<file path="src/rtl/rf_sequencer_if.sv">
// Host/controller-facing signal bundle for the RF turn-on/turn-off sequencer.
// The master side issues requests and limits; the slave side is the sequencer.
interface rf_sequencer_if #(
    parameter int unsigned aw = 18,
    parameter int unsigned dw = 16
) ();
    logic          start;
    logic          stop;
    logic          clear_trip;
    logic          master_cic_tick;
    logic [aw-2:0] amp_target;
    logic [aw-2:0] ramp_step;
    logic [dw-1:0] dwell;
    logic [11:0]   cmp_event;
    logic [11:0]   trip_mask;
    logic [6:0]    sat_count;
    logic [6:0]    sat_limit;

    logic          ctlr_ph_reset;
    logic [aw-1:0] amp_sp;
    logic          rf_on;
    logic          loop_close;
    logic          trip;
    logic [12:0]   trip_cause;
    logic [2:0]    seq_state;

    modport master (
        output start, stop, clear_trip, master_cic_tick,
        output amp_target, ramp_step, dwell,
        output cmp_event, trip_mask, sat_count, sat_limit,
        input  ctlr_ph_reset, amp_sp, rf_on, loop_close, trip, trip_cause, seq_state
    );

    modport slave (
        input  start, stop, clear_trip, master_cic_tick,
        input  amp_target, ramp_step, dwell,
        input  cmp_event, trip_mask, sat_count, sat_limit,
        output ctlr_ph_reset, amp_sp, rf_on, loop_close, trip, trip_cause, seq_state
    );
endinterface

</file>
<file path="src/rtl/rf_sequencer.sv">
// RF feedback-loop sequencer: phase reset, tick-aligned amplitude ramp, dwell,
// loop close, ramp-down and a latched safe-state trip.
module rf_sequencer #(
    parameter int unsigned aw = 18,
    parameter int unsigned dw = 16
) (
    input logic           clk,
    input logic           rst_n,
    rf_sequencer_if.slave bus
);
    localparam int unsigned AMP_W = aw - 1;
    localparam int unsigned CMP_W = 12;

    typedef enum logic [2:0] {
        IDLE    = 3'd0,
        PHASE   = 3'd1,
        RAMP_UP = 3'd2,
        SETTLE  = 3'd3,
        RUN     = 3'd4,
        RAMP_DN = 3'd5,
        TRIP    = 3'd6
    } state_e;

    state_e             state_q, state_d;
    logic [AMP_W-1:0]   amp_q, amp_d;
    logic [AMP_W-1:0]   target_q, target_d;
    logic [dw-1:0]      dwell_cnt_q, dwell_cnt_d;
    logic               rf_on_q, rf_on_d;
    logic               loop_q, loop_d;
    logic               trip_q, trip_d;
    logic               ph_q, ph_d;
    logic [CMP_W:0]     cause_q, cause_d;

    logic [CMP_W-1:0]   cmp_hit;
    logic               sat_hit;
    logic               trip_hit;
    logic [AMP_W:0]     up_sum;
    logic [AMP_W-1:0]   up_val;
    logic [AMP_W-1:0]   dn_val;

    assign cmp_hit  = bus.cmp_event & bus.trip_mask;
    assign sat_hit  = (bus.sat_limit != 7'd0) && (bus.sat_count >= bus.sat_limit);
    assign trip_hit = (|cmp_hit) || sat_hit;

    // Saturating ramp arithmetic; one extra bit on the sum so it cannot wrap.
    assign up_sum = {1'b0, amp_q} + {1'b0, bus.ramp_step};
    assign up_val = ((bus.ramp_step == '0) || (up_sum >= {1'b0, target_q}))
                    ? target_q : up_sum[AMP_W-1:0];
    assign dn_val = ((bus.ramp_step == '0) || (amp_q <= bus.ramp_step))
                    ? '0 : amp_q - bus.ramp_step;

    always_comb begin
        state_d     = state_q;
        amp_d       = amp_q;
        target_d    = target_q;
        dwell_cnt_d = dwell_cnt_q;
        rf_on_d     = rf_on_q;
        loop_d      = loop_q;
        trip_d      = trip_q;
        cause_d     = cause_q;
        ph_d        = 1'b0;

        case (state_q)
            IDLE: begin
                if (bus.start) begin
                    state_d     = PHASE;
                    ph_d        = 1'b1;
                    target_d    = bus.amp_target;
                    dwell_cnt_d = bus.dwell;
                end
            end
            PHASE, RAMP_UP, SETTLE, RUN, RAMP_DN: begin
                if (trip_hit) begin
                    state_d = TRIP;
                    amp_d   = '0;
                    rf_on_d = 1'b0;
                    loop_d  = 1'b0;
                    trip_d  = 1'b1;
                    cause_d = {sat_hit, cmp_hit};
                end else if (bus.stop && (state_q != RAMP_DN)) begin
                    state_d = RAMP_DN;
                    loop_d  = 1'b0;
                end else if (bus.master_cic_tick) begin
                    case (state_q)
                        PHASE: begin
                            state_d = RAMP_UP;
                            rf_on_d = 1'b1;
                        end
                        RAMP_UP: begin
                            amp_d = up_val;
                            if (up_val == target_q) state_d = SETTLE;
                        end
                        // Counter reaching zero on this tick closes the loop.
                        SETTLE: begin
                            if (dwell_cnt_q <= dw'(1)) begin
                                state_d     = RUN;
                                loop_d      = 1'b1;
                                dwell_cnt_d = '0;
                            end else begin
                                dwell_cnt_d = dwell_cnt_q - dw'(1);
                            end
                        end
                        RAMP_DN: begin
                            amp_d = dn_val;
                            if (dn_val == '0) begin
                                state_d = IDLE;
                                rf_on_d = 1'b0;
                            end
                        end
                        default: ;
                    endcase
                end
            end
            TRIP: begin
                if (bus.clear_trip) begin
                    if (trip_hit) begin
                        cause_d = {sat_hit, cmp_hit};
                    end else begin
                        state_d = IDLE;
                        trip_d  = 1'b0;
                        cause_d = '0;
                    end
                end
            end
            default: begin
                state_d = IDLE;
                amp_d   = '0;
                rf_on_d = 1'b0;
                loop_d  = 1'b0;
                trip_d  = 1'b0;
                cause_d = '0;
            end
        endcase
    end

    always_ff @(posedge clk or negedge rst_n) begin
        if (!rst_n) begin
            state_q     <= IDLE;
            amp_q       <= '0;
            target_q    <= '0;
            dwell_cnt_q <= '0;
            rf_on_q     <= 1'b0;
            loop_q      <= 1'b0;
            trip_q      <= 1'b0;
            cause_q     <= '0;
            ph_q        <= 1'b0;
        end else begin
            state_q     <= state_d;
            amp_q       <= amp_d;
            target_q    <= target_d;
            dwell_cnt_q <= dwell_cnt_d;
            rf_on_q     <= rf_on_d;
            loop_q      <= loop_d;
            trip_q      <= trip_d;
            cause_q     <= cause_d;
            ph_q        <= ph_d;
        end
    end

    assign bus.ctlr_ph_reset = ph_q;
    assign bus.amp_sp        = {1'b0, amp_q};
    assign bus.rf_on         = rf_on_q;
    assign bus.loop_close    = loop_q;
    assign bus.trip          = trip_q;
    assign bus.trip_cause    = cause_q;
    assign bus.seq_state     = state_q;
endmodule

</file>
<file path="src/flat_wrapper.sv">
// flat-port wrapper written by rule: the top's interface ports become plain ports
module rf_sequencer_flat 
#(
    parameter int unsigned aw = 18,
    parameter int unsigned dw = 16
)
  (clk, rst_n, bus_start, bus_stop, bus_clear_trip, bus_master_cic_tick, bus_amp_target, bus_ramp_step, bus_dwell, bus_cmp_event, bus_trip_mask, bus_sat_count, bus_sat_limit, bus_ctlr_ph_reset, bus_amp_sp, bus_rf_on, bus_loop_close, bus_trip, bus_trip_cause, bus_seq_state);
  rf_sequencer_if #(.aw(aw), .dw(dw)) bus_i ();
  input logic clk;
  input logic rst_n;
  input wire logic [$bits(bus_i.start)-1:0] bus_start;
  input wire logic [$bits(bus_i.stop)-1:0] bus_stop;
  input wire logic [$bits(bus_i.clear_trip)-1:0] bus_clear_trip;
  input wire logic [$bits(bus_i.master_cic_tick)-1:0] bus_master_cic_tick;
  input wire logic [$bits(bus_i.amp_target)-1:0] bus_amp_target;
  input wire logic [$bits(bus_i.ramp_step)-1:0] bus_ramp_step;
  input wire logic [$bits(bus_i.dwell)-1:0] bus_dwell;
  input wire logic [$bits(bus_i.cmp_event)-1:0] bus_cmp_event;
  input wire logic [$bits(bus_i.trip_mask)-1:0] bus_trip_mask;
  input wire logic [$bits(bus_i.sat_count)-1:0] bus_sat_count;
  input wire logic [$bits(bus_i.sat_limit)-1:0] bus_sat_limit;
  output wire logic [$bits(bus_i.ctlr_ph_reset)-1:0] bus_ctlr_ph_reset;
  output wire logic [$bits(bus_i.amp_sp)-1:0] bus_amp_sp;
  output wire logic [$bits(bus_i.rf_on)-1:0] bus_rf_on;
  output wire logic [$bits(bus_i.loop_close)-1:0] bus_loop_close;
  output wire logic [$bits(bus_i.trip)-1:0] bus_trip;
  output wire logic [$bits(bus_i.trip_cause)-1:0] bus_trip_cause;
  output wire logic [$bits(bus_i.seq_state)-1:0] bus_seq_state;
  assign bus_i.start = bus_start;
  assign bus_i.stop = bus_stop;
  assign bus_i.clear_trip = bus_clear_trip;
  assign bus_i.master_cic_tick = bus_master_cic_tick;
  assign bus_i.amp_target = bus_amp_target;
  assign bus_i.ramp_step = bus_ramp_step;
  assign bus_i.dwell = bus_dwell;
  assign bus_i.cmp_event = bus_cmp_event;
  assign bus_i.trip_mask = bus_trip_mask;
  assign bus_i.sat_count = bus_sat_count;
  assign bus_i.sat_limit = bus_sat_limit;
  assign bus_ctlr_ph_reset = bus_i.ctlr_ph_reset;
  assign bus_amp_sp = bus_i.amp_sp;
  assign bus_rf_on = bus_i.rf_on;
  assign bus_loop_close = bus_i.loop_close;
  assign bus_trip = bus_i.trip;
  assign bus_trip_cause = bus_i.trip_cause;
  assign bus_seq_state = bus_i.seq_state;
  rf_sequencer #(.aw(aw), .dw(dw)) u_core (.clk(clk), .rst_n(rst_n), .bus(bus_i));
endmodule
</file>
<file path="config.mk">
export PLATFORM = sky130hd
export DESIGN_NAME = rf_sequencer_flat
export DESIGN_NICKNAME = d
export VERILOG_FILES = /design/src/rtl/rf_sequencer_if.sv /design/src/rtl/rf_sequencer.sv /design/src/flat_wrapper.sv
export SDC_FILE = /design/constraint.sdc
export NUM_CORES = 1
export LEC_CHECK = 0
export BUFFER_PORTS_ARGS = -buffer_cell sky130_fd_sc_hd__buf_2
export CAP_MARGIN = 10
export CORE_MARGIN = 1
export CORE_UTILIZATION = 30
export DETAILED_ROUTE_END_ITERATION = 6
export MAX_ROUTING_LAYER = met4
export SYNTH_ARGS = -nofsm -noshare
export SYNTH_HDL_FRONTEND = slang
export SYNTH_SLANG_ARGS = --single-unit
</file>
<file path="constraint.sdc">
create_clock -name clk -period 4.4 [get_ports clk]
set_input_delay 0.88 -clock clk [delete_from_list [all_inputs] [get_ports clk]]
set_output_delay 0.88 -clock clk [all_outputs]
set_load 0.01 [all_outputs]
</file>
### Word level (Yosys, flattened, before mapping)

Index checks and enable logic that the tools add are counted.

| word-level totals | value |
|---|---|
| register bits after elaboration | 70 |
| input port bits | 94 |
| logic and storage cells | 115 |

| cells by class | value |
|---|---|
| add/sub/neg operators | 3 |
| $lt $le $gt $ge | 4 |
| equality and inequality tests | 28 |
| mux-type cells | 47 |
| bitwise operators | 3 |
| reductions and logical operators | 21 |

Operators with widths:

| operator | count |
|---|---|
| $mux W16 | 6 |
| $mux W17 | 5 |
| $pmux W17 S2 | 2 |
| $mux W13 | 3 |
| $pmux W13 S3 | 1 |
| $logic_not A17 Y1 | 2 |
| $pmux W16 S2 | 1 |
| $mux W3 | 9 |
| $add A17 B17 Y18 | 1 |
| $ge A18 B17 Y1 | 1 |
| $eq A17 B17 Y1 | 1 |
| $le A17 B17 Y1 | 1 |
| $sub A17 B17 Y17 | 1 |
| $le A16 B1 Y1 const B | 1 |
| $ne A4 B1 Y1 const B | 4 |
| $sub A16 B1 Y16 const B | 1 |
| $ne A5 B2 Y1 const B | 3 |
| $mux W1 | 14 |
| $and A12 B12 Y12 | 1 |
| $ne A2 B2 Y1 const B | 6 |
| $pmux W3 S4 | 1 |
| $reduce_and A4 Y1 | 3 |
| $reduce_or A12 Y1 | 1 |
| $eq A3 B3 Y1 const B | 3 |
| other kinds (24) | 34 |

### Depth between registers and ports, before layout

Gate-level depths: netlist of run 1.

| depth | value |
|---|---|
| depth after elaboration | 11 |
| depth in mapped cells | 20 |
| mapped depth without buffers | 20 |

### Worst setup path after synthesis of run 1

Ideal clock, no wire load.

| timing | value |
|---|---|
| path kind | input -> register |
| start | in bus_ramp_step[2] |
| end | reg u_core.state_q[1], in the netlist u_core.bus.seq_state[1] |
| data arrival time | 4.742 ns |
| required time | 4.274 ns |
| path slack | -0.468 ns |
| stages | 18 |
| buffers on the path | 1 |
| path through | inv_1 -> ha_1 -> buf_6 -> nor2b_1 -> a21oi_1 -> a2111o_1 -> a21oi_2 -> a21oi_1 -> a211oi_1 -> ha_1 -> a21o_1 -> a2111oi_0 -> o211ai_1 -> a221oi_2 -> nand4_1 -> a41oi_1 -> o21ai_1 -> o311a_1 |

| on the way | value |
|---|---|
| cells in the longest elaborated chain, start to end | 7 |
| elaborated cells on any way between the ends | 14 |

RTL lines:

| item | line | source |
|---|---|---|
| start, declared | flat_wrapper.sv:16 | `input wire logic [$bits(bus_i.ramp_step)-1:0] bus_ramp_step;` |
| $add A17 B17 Y18 | rf_sequencer.sv:46 | `assign up_sum = {1'b0, amp_q} + {1'b0, bus.ramp_step};` |
| $ge A18 B17 Y1 | rf_sequencer.sv:47 | `assign up_val = ((bus.ramp_step == '0) \|\| (up_sum >= {1'b0, target_q}))` |
| $logic_or A1 B1 Y1 | rf_sequencer.sv:47 |  |
| $mux W17 | rf_sequencer.sv:48 | `? target_q : up_sum[AMP_W-1:0];` |
| $eq A17 B17 Y1 | rf_sequencer.sv:91 | `if (up_val == target_q) state_d = SETTLE;` |
| $ne A5 B2 Y1 (no line) | - |  |
| $reduce_and A8 Y1 (no line) * | - |  |
| end signal, assigned | rf_sequencer.sv:148 | `state_q <= state_d;` |
| end, declared | rf_sequencer.sv:24 | `state_e state_q, state_d;` |

Mark *: on every way between the ends. The rest lies on a longest branch, timed or not.
A chain may end at the register's enable or synchronous reset.

### Worst setup path after layout of run 1

| timing | value |
|---|---|
| start | in bus_ramp_step[0] |
| end | reg u_core.amp_q[3] |

| on the way | value |
|---|---|
| cells in the longest elaborated chain, start to end | 9 |
| elaborated cells on any way between the ends | 14 |

RTL lines:

| item | line | source |
|---|---|---|
| $add A17 B17 Y18 | rf_sequencer.sv:46 |  |
| $ge A18 B17 Y1 | rf_sequencer.sv:47 |  |
| $logic_or A1 B1 Y1 | rf_sequencer.sv:47 |  |
| $mux W17 | rf_sequencer.sv:48 |  |
| $pmux W17 S2 * | rf_sequencer.sv:84 | `case (state_q)` |
| $mux W17 * | rf_sequencer.sv:83 | `end else if (bus.master_cic_tick) begin` |
| $mux W17 * | rf_sequencer.sv:80 | `end else if (bus.stop && (state_q != RAMP_DN)) begin` |
| $mux W17 * | rf_sequencer.sv:73 | `if (trip_hit) begin` |
| $pmux W17 S2 * | rf_sequencer.sv:63 | `case (state_q)` |
| end signal, assigned | rf_sequencer.sv:149 | `amp_q <= amp_d;` |
| end, declared | rf_sequencer.sv:25 | `logic [AMP_W-1:0] amp_q, amp_d;` |

Mark *: on every way between the ends. The rest lies on a longest branch, timed or not. The select of a mux whose other input is x is not followed.

==> results of run 1 <==
## timing repair
action | CTS | global route
setup endpoints to repair | 0 | 20
hold buffers | 0 | 0
setup buffers | 0 | 21
gates resized for setup | 0 | 70
## metrics by stage
stage	total power [mW]	area [µm²]
after floorplan	2.40	7200
after global placement	3.16	9170
after global routing	4.71	9970
after CTS	3.98	9470
final	4.38	9970
after detailed placement	3.20	9170
## layout make-up
| cell class | count | share of cell area [%] |
|---|---|---|
| inverters | 73 | 2.80 |
| diodes | 6 | 0.151 |
| multi-input cells | 760 | 52.0 |
| repair buffers | 297 | 20.5 |
| well taps | 313 | 3.93 |
| clock inverters | 7 | 0.815 |
| clock buffers | 9 | 2.26 |
| flip-flops and latches | 70 | 17.6 |
## cells in the mapped netlist (5+ instances only)
master,instances,share of area [%]
a2111oi_0,6,0.74
a211oi_1,10,1.1
a21o_1,11,1.2
a21oi_1,94,6.6
a221oi_1,5,0.62
a22oi_1,17,1.8
a31oi_1,5,0.44
and2_1,7,0.62
and3_1,5,0.44
buf_1,6,0.32
buf_2,6,0.42
clkbuf_1,37,2.0
dfrtp_1,70,25
ha_1,60,11
inv_1,67,3.5
inv_2,5,0.26
nand2_1,68,3.6
nand2b_1,17,1.5
nand3_1,21,1.5
nand4_1,16,1.4
nor2_1,113,6.0
nor2b_1,13,1.1
nor3_1,29,2.0
nor3b_1,6,0.63
nor4_1,13,1.1
o21ai_0,92,6.5
o21ai_1,6,0.42
o221ai_1,5,0.62
o31ai_1,6,0.63
or2_2,5,0.44
or3_1,11,0.97
xnor2_1,24,3.0
xor2_1,6,0.74
## power by group through the flow
stage | clock network [mW] | logic, mW | registers [mW]
floorplan | 0 | 1.38 | 1.02
global placement | 0 | 2.12 | 1.04
detailed placement | 0 | 2.15 | 1.05
CTS | 0.785 | 2.16 | 1.04
global route | 0.811 | 2.82 | 1.08
finish | 0.766 | 2.57 | 1.04
## how the worst max path moves through the flow
stage                startpoint  cells past startpoint                                   to
2_1_floorplan  bus_ramp_step[0]                     17  u_core.bus.seq_state[1]$_DFFE_PN0P_
3_3_place_gp   bus_ramp_step[6]                     19         u_core.amp_q[14]$_DFFE_PN0P_
3_5_place_dp   bus_ramp_step[6]                     19         u_core.amp_q[14]$_DFFE_PN0P_
4_1_cts        bus_ramp_step[6]                     19         u_core.amp_q[14]$_DFFE_PN0P_
5_1_grt        bus_ramp_step[6]                     20          u_core.amp_q[3]$_DFFE_PN0P_
6_report       bus_ramp_step[0]                     20          u_core.amp_q[3]$_DFFE_PN0P_
## flip-flops by register name (all words and copies together), names as in the netlist
register / cells
u_core.amp_q: 17
u_core.bus.ctlr_ph_reset: 1
u_core.bus.loop_close: 1
u_core.bus.rf_on: 1
u_core.bus.seq_state: 3
u_core.bus.trip: 1
u_core.bus.trip_cause: 13
u_core.dwell_cnt_q: 16
u_core.target_q: 17
## worst reg2reg max path, delay by kind of cell (launching register included)
| family | cells | cell delay [ns] |
|---|---|---|
| AO/OA/AOI/OAI | 7 | 1.49 |
| AND/OR/NAND/NOR | 3 | 1.21 |
| adder cells (fa/ha/maj) | 2 | 0.64 |
| flip-flops | 1 | 0.46 |
| buffers and inverters | 3 | 0.32 |
## cells by family after synthesis
group	after synthesis
buffers and inverters	126
and+or+nand+nor	341
adders and majority gates	62
AOI/OAI and AO/OA	320
xor gates and xnor gates	30
DFF	70
other	1
muxes	6
## per-layer routing
metal	global-route usage [%]	wire length (µm)
met3	4.31	1740
met5	-	0
met2	32.2	11600
met1	29.5	12200
met4	6.40	650
==> results.md, run 1 <==
- Status: finished clean
- FF-to-FF End: u_core.bus.seq_state[2]$_DFFE_PN0P_
- Setup CP Type: in2reg
- Routability cong.: 0.948
- Sink of the worst hold path: u_core.bus.trip_cause[12]$_DFFE_PN0P_
- Post-synthesis sequential area ratio: 24.7%
- Area grow syn2layout: 40.4%
- Endpoints failing hold: 0
- Place WS: -0.327 ns
- Adder-Cell Fraction of Synth Area: 11.1%
- Critical path, cell by cell: buf_8 -> ha_4 -> inv_2 -> fa_2 -> nor2_4 -> o311a_4 -> o41a_1 -> o21bai_2 -> o31ai_2 -> xnor2_1 -> ha_1 -> a2111oi_2 -> o211ai_1 -> a221oi_4 -> buf_6 -> clkbuf_16 -> clkbuf_16 -> nor2_4 -> a21oi_2 -> o21ai_1
- Final core occ: a little over two fifths
- Slew Limit Fails: 0
- YS warnings: 0
- Die Ht: 156 µm
- Buf+Inv Stages, Crit Path: 5
- Clk sinks: 70
- Comb power frac: 58.6%
- Reg-to-Reg Start: u_core.amp_q[0]$_DFFE_PN0P_
- Clock slew at reported path FFs: 0.06 ns
- Overall routing resource usage: 21.6%
- Synth Flop Type: dfrtp_1
- R2r worst-path depth: 15
- Number of buffers added on ports: between 100 and 150
- P_sw: 1.94 mW
- Worst skew pair latency: approximately 0.35 ns
- Worst EP required: 4.62 ns
- Reg2reg setup slack: 0.16 ns
- Pwr dens: 439 nW/µm²
- Sequential share of power: 23.9%
- Drt drc: 0
- Slew @ Worst Pin: 1.14 ns
- Number of core rows: 55
- Number of synthesized register bits: 70
- CP arrival: roughly 4.6 ns
- Hold Path Stages: 2
- Via count: 8,138
- Simple-gate area share of the yosys netlist: 23.5%
- Non-filler instance count after layout: 1,535
- Synth Area in XOR/XNOR: 3.70%
- First-pass GRT wire length: 39,800 µm
- Core ar.: ~23,000 µm²
- Slowest cell delay on critical path: 0.48 ns
- Full die area: 24,300 µm²
- Critical hold path startpoint: u_core.bus.trip_cause[12]$_DFFE_PN0P_
- Worst hold slack: 0.487 ns
- Setup crit end kind: flip-flop
- Nets: 1,367
- Pre-antenna DRT Iters: 5
- Number of synthesized flops with an enable pin: 0
- Post-synthesis mux area share: less than 1%
- Gate Count Post-Synth: around 960
- FF+latch area: approximately 1800 µm²
- DP Cell Count: 1,490
- Worst Skew: approximately 0.0084 ns
- Vias in the first global route: 7,420
- Leakage power: 4.67 nW
- Critical path's slowest cell: o41a_1
- Setup TNS: 0 ns
- Max-cap violations: 0
- Commonest non-fill, non-tap cell in the layout: buf_4
- Worst slew margin: 23.6%
- Antenna violations before repair: 6
- Post-synth cell types: 80
- Final worst path period need: around 4.4 ns
- Internal power: roughly 2.4 mW
- Post-DP HPWL: 20,300 µm
- Most frequent cells in the layout: 157 x buf_4, 127 x buf_2, 101 x nor2_1, 80 x o21ai_0, 78 x a21oi_1
- Async set or reset register ratio after synthesis: 100%
- Main combinational cell family by area after synthesis: compound AO/OA/AOI/OAI gates
- Total CTS buffers: 9
- Fmax: approximately 230 MHz
- RSZ-0062 raised after global routing: true
- HP Class: reg2reg
- Drt total wl: 26,100 µm
- Worst vdd ir: around 0.27 mV
- Post-DRT Antenna Nets: 0
- Starting Density: 31.0%
- Clk network pwr share: 17.5%
- Via density: between 5 and 6
- Wirelength per Cell: 17.0 µm
- # IOs: between 100 and 150
- Clock tree buffer depth: 2
- Compound-gate portion of the synthesized area: 29.0%
- Fillers: 2,337
- CTS tree: built
- 1st-iter DRT viols: 550
- CP top delay family: compound AO/OA/AOI/OAI gates
- Sw frac: 44.2%
- Synth Area per Inst: 7.43 µm²
- CP max FO: 7
- CTS H-tree lvls: 3
- Mapped cell area: 7100 µm²
- Clock root buffer: clkbuf_16
- Final worst slack: 0.0311 ns
- Setup crit start kind: input port
- Setup violators final: 0
- Total gr overflow: 0
- Syn nets: ~1,100
- Area of the multi-input gates: about 5200 µm²
- Die width: 156 µm
- Tcrit/Tclk final: 99.3%
- Layout cells sized above 1: 32.2%
- Largest net degree at the start of global routing: 71
No activity file was read; power rests on OpenSTA's default activity.
==> run 2: changes to the inputs <==
- CORE_UTILIZATION: 30 -> 50
- PLACE_DENSITY: default -> 0.84
==> run 2 against run 1 <==
Net effect: the flow now finishes with violations (setup timing); global-route usage up 12 points; critical path depth up 1; setup slack worse by 0.063 ns; largest power group unchanged; sequential power about the same; worst hold slack better by 0.0038 ns.
==> results.md, run 2 (same netlist as run 1, synthesis figures left out) <==
- Vias in the first global route: 7,413
- Clock slew at reported path FFs: roughly 0.060 ns
- Max-cap violations: 0
- Drt total wl: 24,500 µm
- Tcrit/Tclk final: 101%
- Core ar.: ~14,000 µm²
- Internal power: 2.30 mW
- Antenna diodes: 0
- # IOs: 132
- Layout cells sized above 1: 27.4%
- Clock tree buffer depth: 2
- Setup violators final: 1
- Routability cong.: 1.01
- DP Cell Count: 1,331
- Sw frac: between 40% and 50%
- 1st-iter DRT viols: 975
- Comb power frac: 54.6%
- Critical path's slowest cell: o41a_1
- CTS tree: built
- Post-DP HPWL: 18,700 µm
- Pwr dens: about 440 nW/µm²
- P_sw: 1.78 mW
- Die width: 121 µm
- Die Ht: between 100 and 150 µm
- Buf+Inv Stages, Crit Path: 4
- Worst EP required: 4.61 ns
- Most frequent cells in the layout: 128 x buf_2, 123 x buf_4, 110 x nor2_1, 91 x a21oi_1, 89 x o21ai_0
- Antenna violations before repair: 0
- Worst Skew: 0.00410 ns
- Slowest cell delay on critical path: 0.51 ns
- Via count: between 8,000 and 9,000
- Leakage power: 4.43 nW
- Clock root buffer: clkbuf_16
- Setup crit end kind: flip-flop
- Slew Limit Fails: 0
- Status: finished, violations left
- Total CTS buffers: 9
- Starting Density: 51.2%
- RSZ-0062 raised after global routing: true
- Overall routing resource usage: 33.5%
- Critical path, cell by cell: buf_8 -> ha_4 -> inv_2 -> fa_2 -> nor2_4 -> o311a_4 -> o41a_1 -> nor2_2 -> nor2_1 -> o21ai_1 -> nand2_1 -> xnor2_2 -> ha_1 -> a21o_1 -> a21oi_2 -> o211ai_1 -> a221oi_4 -> buf_6 -> clkbuf_16 -> a21oi_1 -> o21ai_0
- Worst vdd ir: 0.330 mV
- Full die area: ~15,000 µm²
- Worst slew margin: 39.4%
- Place WS: -0.290 ns
- CP top delay family: compound AO/OA/AOI/OAI gates
- Final worst path period need: 4.43 ns
- Wirelength per Cell: ~18 µm
- Clk network pwr share: 19.7%
- Final worst slack: -0.0315 ns
- Setup crit start kind: input port
- First-pass GRT wire length: approximately 37,000 µm
- Pre-antenna DRT Iters: 6
- Worst skew pair latency: between 0.3 and 0.4 ns
- Setup CP Type: in2reg
- Sequential share of power: 25.7%
- HP Class: reg2reg
- Fmax: 226 MHz
- Clk sinks: 70
- CP arrival: between 4 and 5 ns
- Post-route cell area: 9300 µm²
- Biggest regs: u_core.amp_q (17), u_core.target_q (17), u_core.dwell_cnt_q (16)
- Commonest non-fill, non-tap cell in the layout: buf_2
- Violated checks: setup timing
- Endpoints failing hold: 0
- CP max FO: 14
- Area grow syn2layout: 30.9%
- Nets: 1,326
- Number of buffers added on ports: 130
- Drt drc: 0
- Largest net degree at the start of global routing: between 70 and 80
- Number of core rows: 43
- Non-filler instance count after layout: ~1,400
- Area after DPL: 8760 µm²
- Slew @ Worst Pin: ~0.9 ns
- Setup TNS: -0.0315 ns
- Post-DRT Antenna Nets: 0
- Total gr overflow: 0
- CTS H-tree lvls: 3
- Via density: between 6 and 7
## run 2: cell types whose count changed in the layout (fill, tap and decap cells not counted), sizes merged
cell	previous run	this run
inv	75	72
clkinvlp	0	1
clkbuf	12	14
clkinv	4	1
buf	294	254
bufinv	1	2
diode	6	0
## run 2: area by class of cell
| cell class | count | area [µm²] |
|---|---|---|
| multi-input combinational | 760 | 5060 |
| fill | 1138 | 4580 |
| sequential | 70 | 1750 |
| timing repair buffer | 256 | 1660 |
| inverter | 73 | 279 |
| clock buffer | 12 | 256 |
| tap | 180 | 225 |
| clock inverter | 3 | 67.6 |
## run 2: final timing paths
check	from	end	slack [ns]	depth (start not counted)
worst max-delay path	bus_ramp_step[0]	u_core.amp_q[8]$_DFFE_PN0P_	-0.03	21
worst min-delay path	u_core.bus.rf_on$_DFFE_PN0P_	u_core.bus.rf_on$_DFFE_PN0P_	0.49	2
worst max register to register	u_core.amp_q[0]$_DFFE_PN0P_	u_core.amp_q[8]$_DFFE_PN0P_	0.11	20
worst min register to register	u_core.bus.rf_on$_DFFE_PN0P_	u_core.bus.rf_on$_DFFE_PN0P_	0.49	2
max in group asynchronous	rst_n	u_core.bus.trip_cause[8]$_DFFE_PN0P_	3.14	1
min in group asynchronous	rst_n	u_core.amp_q[2]$_DFFE_PN0P_	0.66	1
## run 2: timing repair
item | in CTS | in global routing
resized for setup | 0 | 29
hold buffers | 0 | 0
buffers inserted | 0 | 6
hold endpoints to repair | 0 | 0
endpoints found under the setup margin | 0 | 20
## run 2: through the flow
| step | utilization [%] | hold slack (ns) | total power [mW] |
|---|---|---|---|
| after floorplan | - | 0.463 | 2.40 |
| after global placement | 63.1 | 0.454 | 3.00 |
| after detailed placement | 63.1 | 0.480 | 3.05 |
| after CTS | 65.5 | 0.501 | 3.88 |
| after global routing | 67.0 | 0.539 | 4.33 |
| final | 67.0 | 0.491 | 4.08 |
## run 2: worst register-to-register path: cells and delay by family (launching register included)
kind	cells	cell delay [ns]
fa+ha+maj	3	0.75
buf+inv	3	0.41
xor+xnor	1	0.16
simple gates	4	0.36
compound gates	9	2.03
flops	1	0.45
## run 2: metal layers
layer / vias to the layer above / global-route usage (%) / wire length (µm)
met2: 473 / 50.9 / 11000
met4: 0 / 14.1 / 886
met1: 3853 / 45.2 / 10500
met5: - / - / 0
met3: 66 / 3.71 / 2140
li1: 3891 / - / -
## run 2: power groups by stage
stage               Clock [mW]  Sequential (mW)  Combinational [mW]
CTS                      0.806             1.04                2.03
floorplan                    0             1.02                1.38
finish                   0.804             1.05                2.23
detailed placement           0             1.05                2.01
global placement             0             1.04                1.96
global route             0.832             1.07                2.43
==> run 3: changes to the inputs <==
==> constraint.sdc (replaced) <==
create_clock -name clk -period 4.4 [get_ports clk]
set_input_delay 0.88 -clock clk [delete_from_list [all_inputs] [get_ports clk]]
set_output_delay 0.88 -clock clk [all_outputs]
set_load 0.05 [all_outputs]
==> run 3 against run 2 <==
Net effect: the flow now finishes without violations; clock skew is 0.0016 ns higher; global-route usage increased by 0.56 points; critical path depth decreased by 1; clock power decreased by 21%; worst hold slack worse by 0.0076 ns; setup slack gained 0.094 ns; fmax up 2.2%; die area unchanged; sequential power about the same; flip-flop and latch count unchanged; register-to-register slack better by 0.07 ns; via count rose by 1.4%.
==> results.md, run 3 (same netlist as run 1, synthesis figures left out) <==
- Status: finished clean
- Worst EP required: 4.63 ns
- Non-filler instance count after layout: 1,356
- Comb power frac: approximately 60%
- CP max FO: 3
- Max-cap violations: 0
- CP dominant cell by count: buf_4
- Pre-antenna DRT Iters: 5
- HP Class: reg2reg
- Full die area: between 10,000 and 15,000 µm²
- Critical path's slowest cell: o41a_1
- Tcrit/Tclk final: 98.6%
- Area grow syn2layout: 30.6%
- Crit path launch: bus_ramp_step[0]
- P_sw: 1.98 mW
- Post-CTS Hold Fix Bufs: 0
- Nets: 1,330
- FF-to-FF End: u_core.bus.seq_state[2]$_DFFE_PN0P_
- Internal power: 2.16 mW
- CTS tree: built
- Reg-to-Reg Start: u_core.amp_q[0]$_DFFE_PN0P_
- Starting Density: approximately half
- FF+latch area: 1750 µm²
- Sw frac: about 48%
- Slew Limit Fails: 0
- Reg2reg setup slack: roughly 0.18 ns
- Largest net degree at the start of global routing: 71
- Post-route cell area: 9280 µm²
- Via count: roughly 8,400
- Clk sinks: 70
- Critical path, cell by cell: buf_8 -> ha_4 -> inv_4 -> fa_2 -> nor2_4 -> o311a_4 -> o41a_1 -> o21bai_2 -> buf_4 -> xnor2_1 -> ha_1 -> a21o_1 -> a2111oi_4 -> o211ai_1 -> a221oi_4 -> nand4_1 -> a41oi_2 -> buf_4 -> o31ai_4 -> o41ai_2
- Area of the multi-input gates: 5090 µm²
- Worst setup endpoint: u_core.bus.seq_state[2]$_DFFE_PN0P_
- Number of core rows: 43
- Clk network pwr share: between 10% and 20%
- Final core occ: 66.8%
- CTS H-tree lvls: 3
- Biggest regs: u_core.amp_q (17), u_core.target_q (17), u_core.dwell_cnt_q (16)
- CP arrival: 4.57 ns
- Worst skew pair latency: 0.34 ns
- Setup CP Type: in2reg
- First-pass GRT wire length: about 38,000 µm
- Antenna diodes: 0
- Fmax: ~230 MHz
- Worst slew margin: 39.6%
- Commonest non-fill, non-tap cell in the layout: buf_2
- Overall routing resource usage: 34.0%
- Total CTS buffers: 9
- Place WS: -0.397 ns
- Total power: 4.13 mW
- # IOs: 132
- Pwr dens: 445 nW/µm²
- Area after DPL: 8770 µm²
- Worst Skew: roughly 0.0058 ns
- RSZ-0062 raised after global routing: true
- Via density: 6.20
- Slowest cell delay on critical path: 0.49 ns
- Clock root buffer: clkbuf_16
- R2r worst-path depth: 19
- Slew @ Worst Pin: 0.906 ns
- Drt total wl: 24,800 µm
- DP Cell Count: between 1,000 and 1,500
- Setup violators final: 0
- Wirelength per Cell: 18.3 µm
- Endpoints failing hold: 0
- Final worst path period need: 4.34 ns
- Post-DP HPWL: 18,900 µm
- Clock tree buffer depth: 2
- Worst vdd ir: 0.392 mV
- Post-DRT Antenna Nets: 0
- Leakage power: 4.42 nW
- Worst hold slack: 0.484 ns
- Setup TNS: 0 ns
- Vias in the first global route: 7,594
- Core ar.: 13,900 µm²
- 1st-iter DRT viols: 920
- Total gr overflow: 0
- Die Ht: 121 µm
- Number of buffers added on ports: 130
- Setup crit start kind: input port
- Setup crit end kind: flip-flop
- Sequential share of power: 25.3%
- Antenna violations before repair: 0
- Drt drc: 0
- Clock slew at reported path FFs: 0.06 ns
- Final worst slack: 0.0626 ns
- Layout cells sized above 1: around 28%
- Routability cong.: slightly above 1
- Most frequent cells in the layout: 128 x buf_2, 127 x buf_4, 110 x nor2_1, 91 x a21oi_1, 88 x o21ai_0
- Fillers: 1,153
- Die width: approximately 120 µm
run 3: cell types whose count changed in the layout (fill, tap and decap cells not counted), sizes merged:
cell,previous run,this run
buf,254,258
bufinv,2,0
clkbuf,14,12
clkinv,1,4
clkinvlp,1,0
run 3: worst min-delay path by stage:
stage | start | end | slack, ns | cells after the start
CTS | u_core.bus.trip_cause[12]$_DFFE_PN0P_ | u_core.bus.trip_cause[12]$_DFFE_PN0P_ | 0.49 | 2
finish | u_core.bus.trip_cause[12]$_DFFE_PN0P_ | u_core.bus.trip_cause[12]$_DFFE_PN0P_ | 0.48 | 2
global placement | u_core.bus.trip_cause[12]$_DFFE_PN0P_ | u_core.bus.trip_cause[12]$_DFFE_PN0P_ | 0.45 | 2
detailed placement | u_core.bus.trip_cause[12]$_DFFE_PN0P_ | u_core.bus.trip_cause[12]$_DFFE_PN0P_ | 0.46 | 2
floorplan | u_core.dwell_cnt_q[6]$_DFFE_PN0P_ | u_core.dwell_cnt_q[6]$_DFFE_PN0P_ | 0.46 | 2
global route | u_core.bus.trip_cause[12]$_DFFE_PN0P_ | u_core.bus.trip_cause[12]$_DFFE_PN0P_ | 0.52 | 2
run 3: worst max-delay path, delay by kind of cell:
kind | cells | cell delay (ns)
buffers and inverters | 4 | 0.46
AND/OR/NAND/NOR | 2 | 0.20
AO/OA/AOI/OAI | 10 | 2.35
adder cells (fa/ha/maj) | 3 | 0.60
XOR/XNOR | 1 | 0.08
run 3: power groups by stage:
stage	Clock, mW	Sequential (mW)	Combinational (mW)
6_report	0.636	1.05	2.45
5_1_grt	0.669	1.07	2.67
4_1_cts	0.643	1.04	2.23
3_5_place_dp	0	1.05	2.20
3_3_place_gp	0	1.04	2.15
2_1_floorplan	0	1.21	1.38
run 3: final cells by class:
type	instances	share of cell area [%]
Multi-Input combinational cell	760	54.8
Sequential cell	70	18.9
Timing Repair Buffer	260	18.2
Inverter	73	3.03
Clock buffer	10	2.47
Tap cell	180	2.43
Clock inverter	3	0.162
run 3: repair_timing:
item | 4_1_cts | 5_1_grt
setup buffers | 0 | 9
setup endpoints to repair | 18 | 20
gates resized for setup | 1 | 33
gates cloned | 0 | 2
hold endpoints to repair | 0 | 0
pin swaps | 0 | 17
run 3: layer usage:
metal / vias to the layer above / track usage [%] / routed length, µm
met4: 0 / 15.7 / 953
met3: 59 / 3.62 / 1960
met1: 4015 / 46.7 / 10600
met5: - / - / 0
met2: 435 / 50.4 / 11200
li1: 3892 / - / -
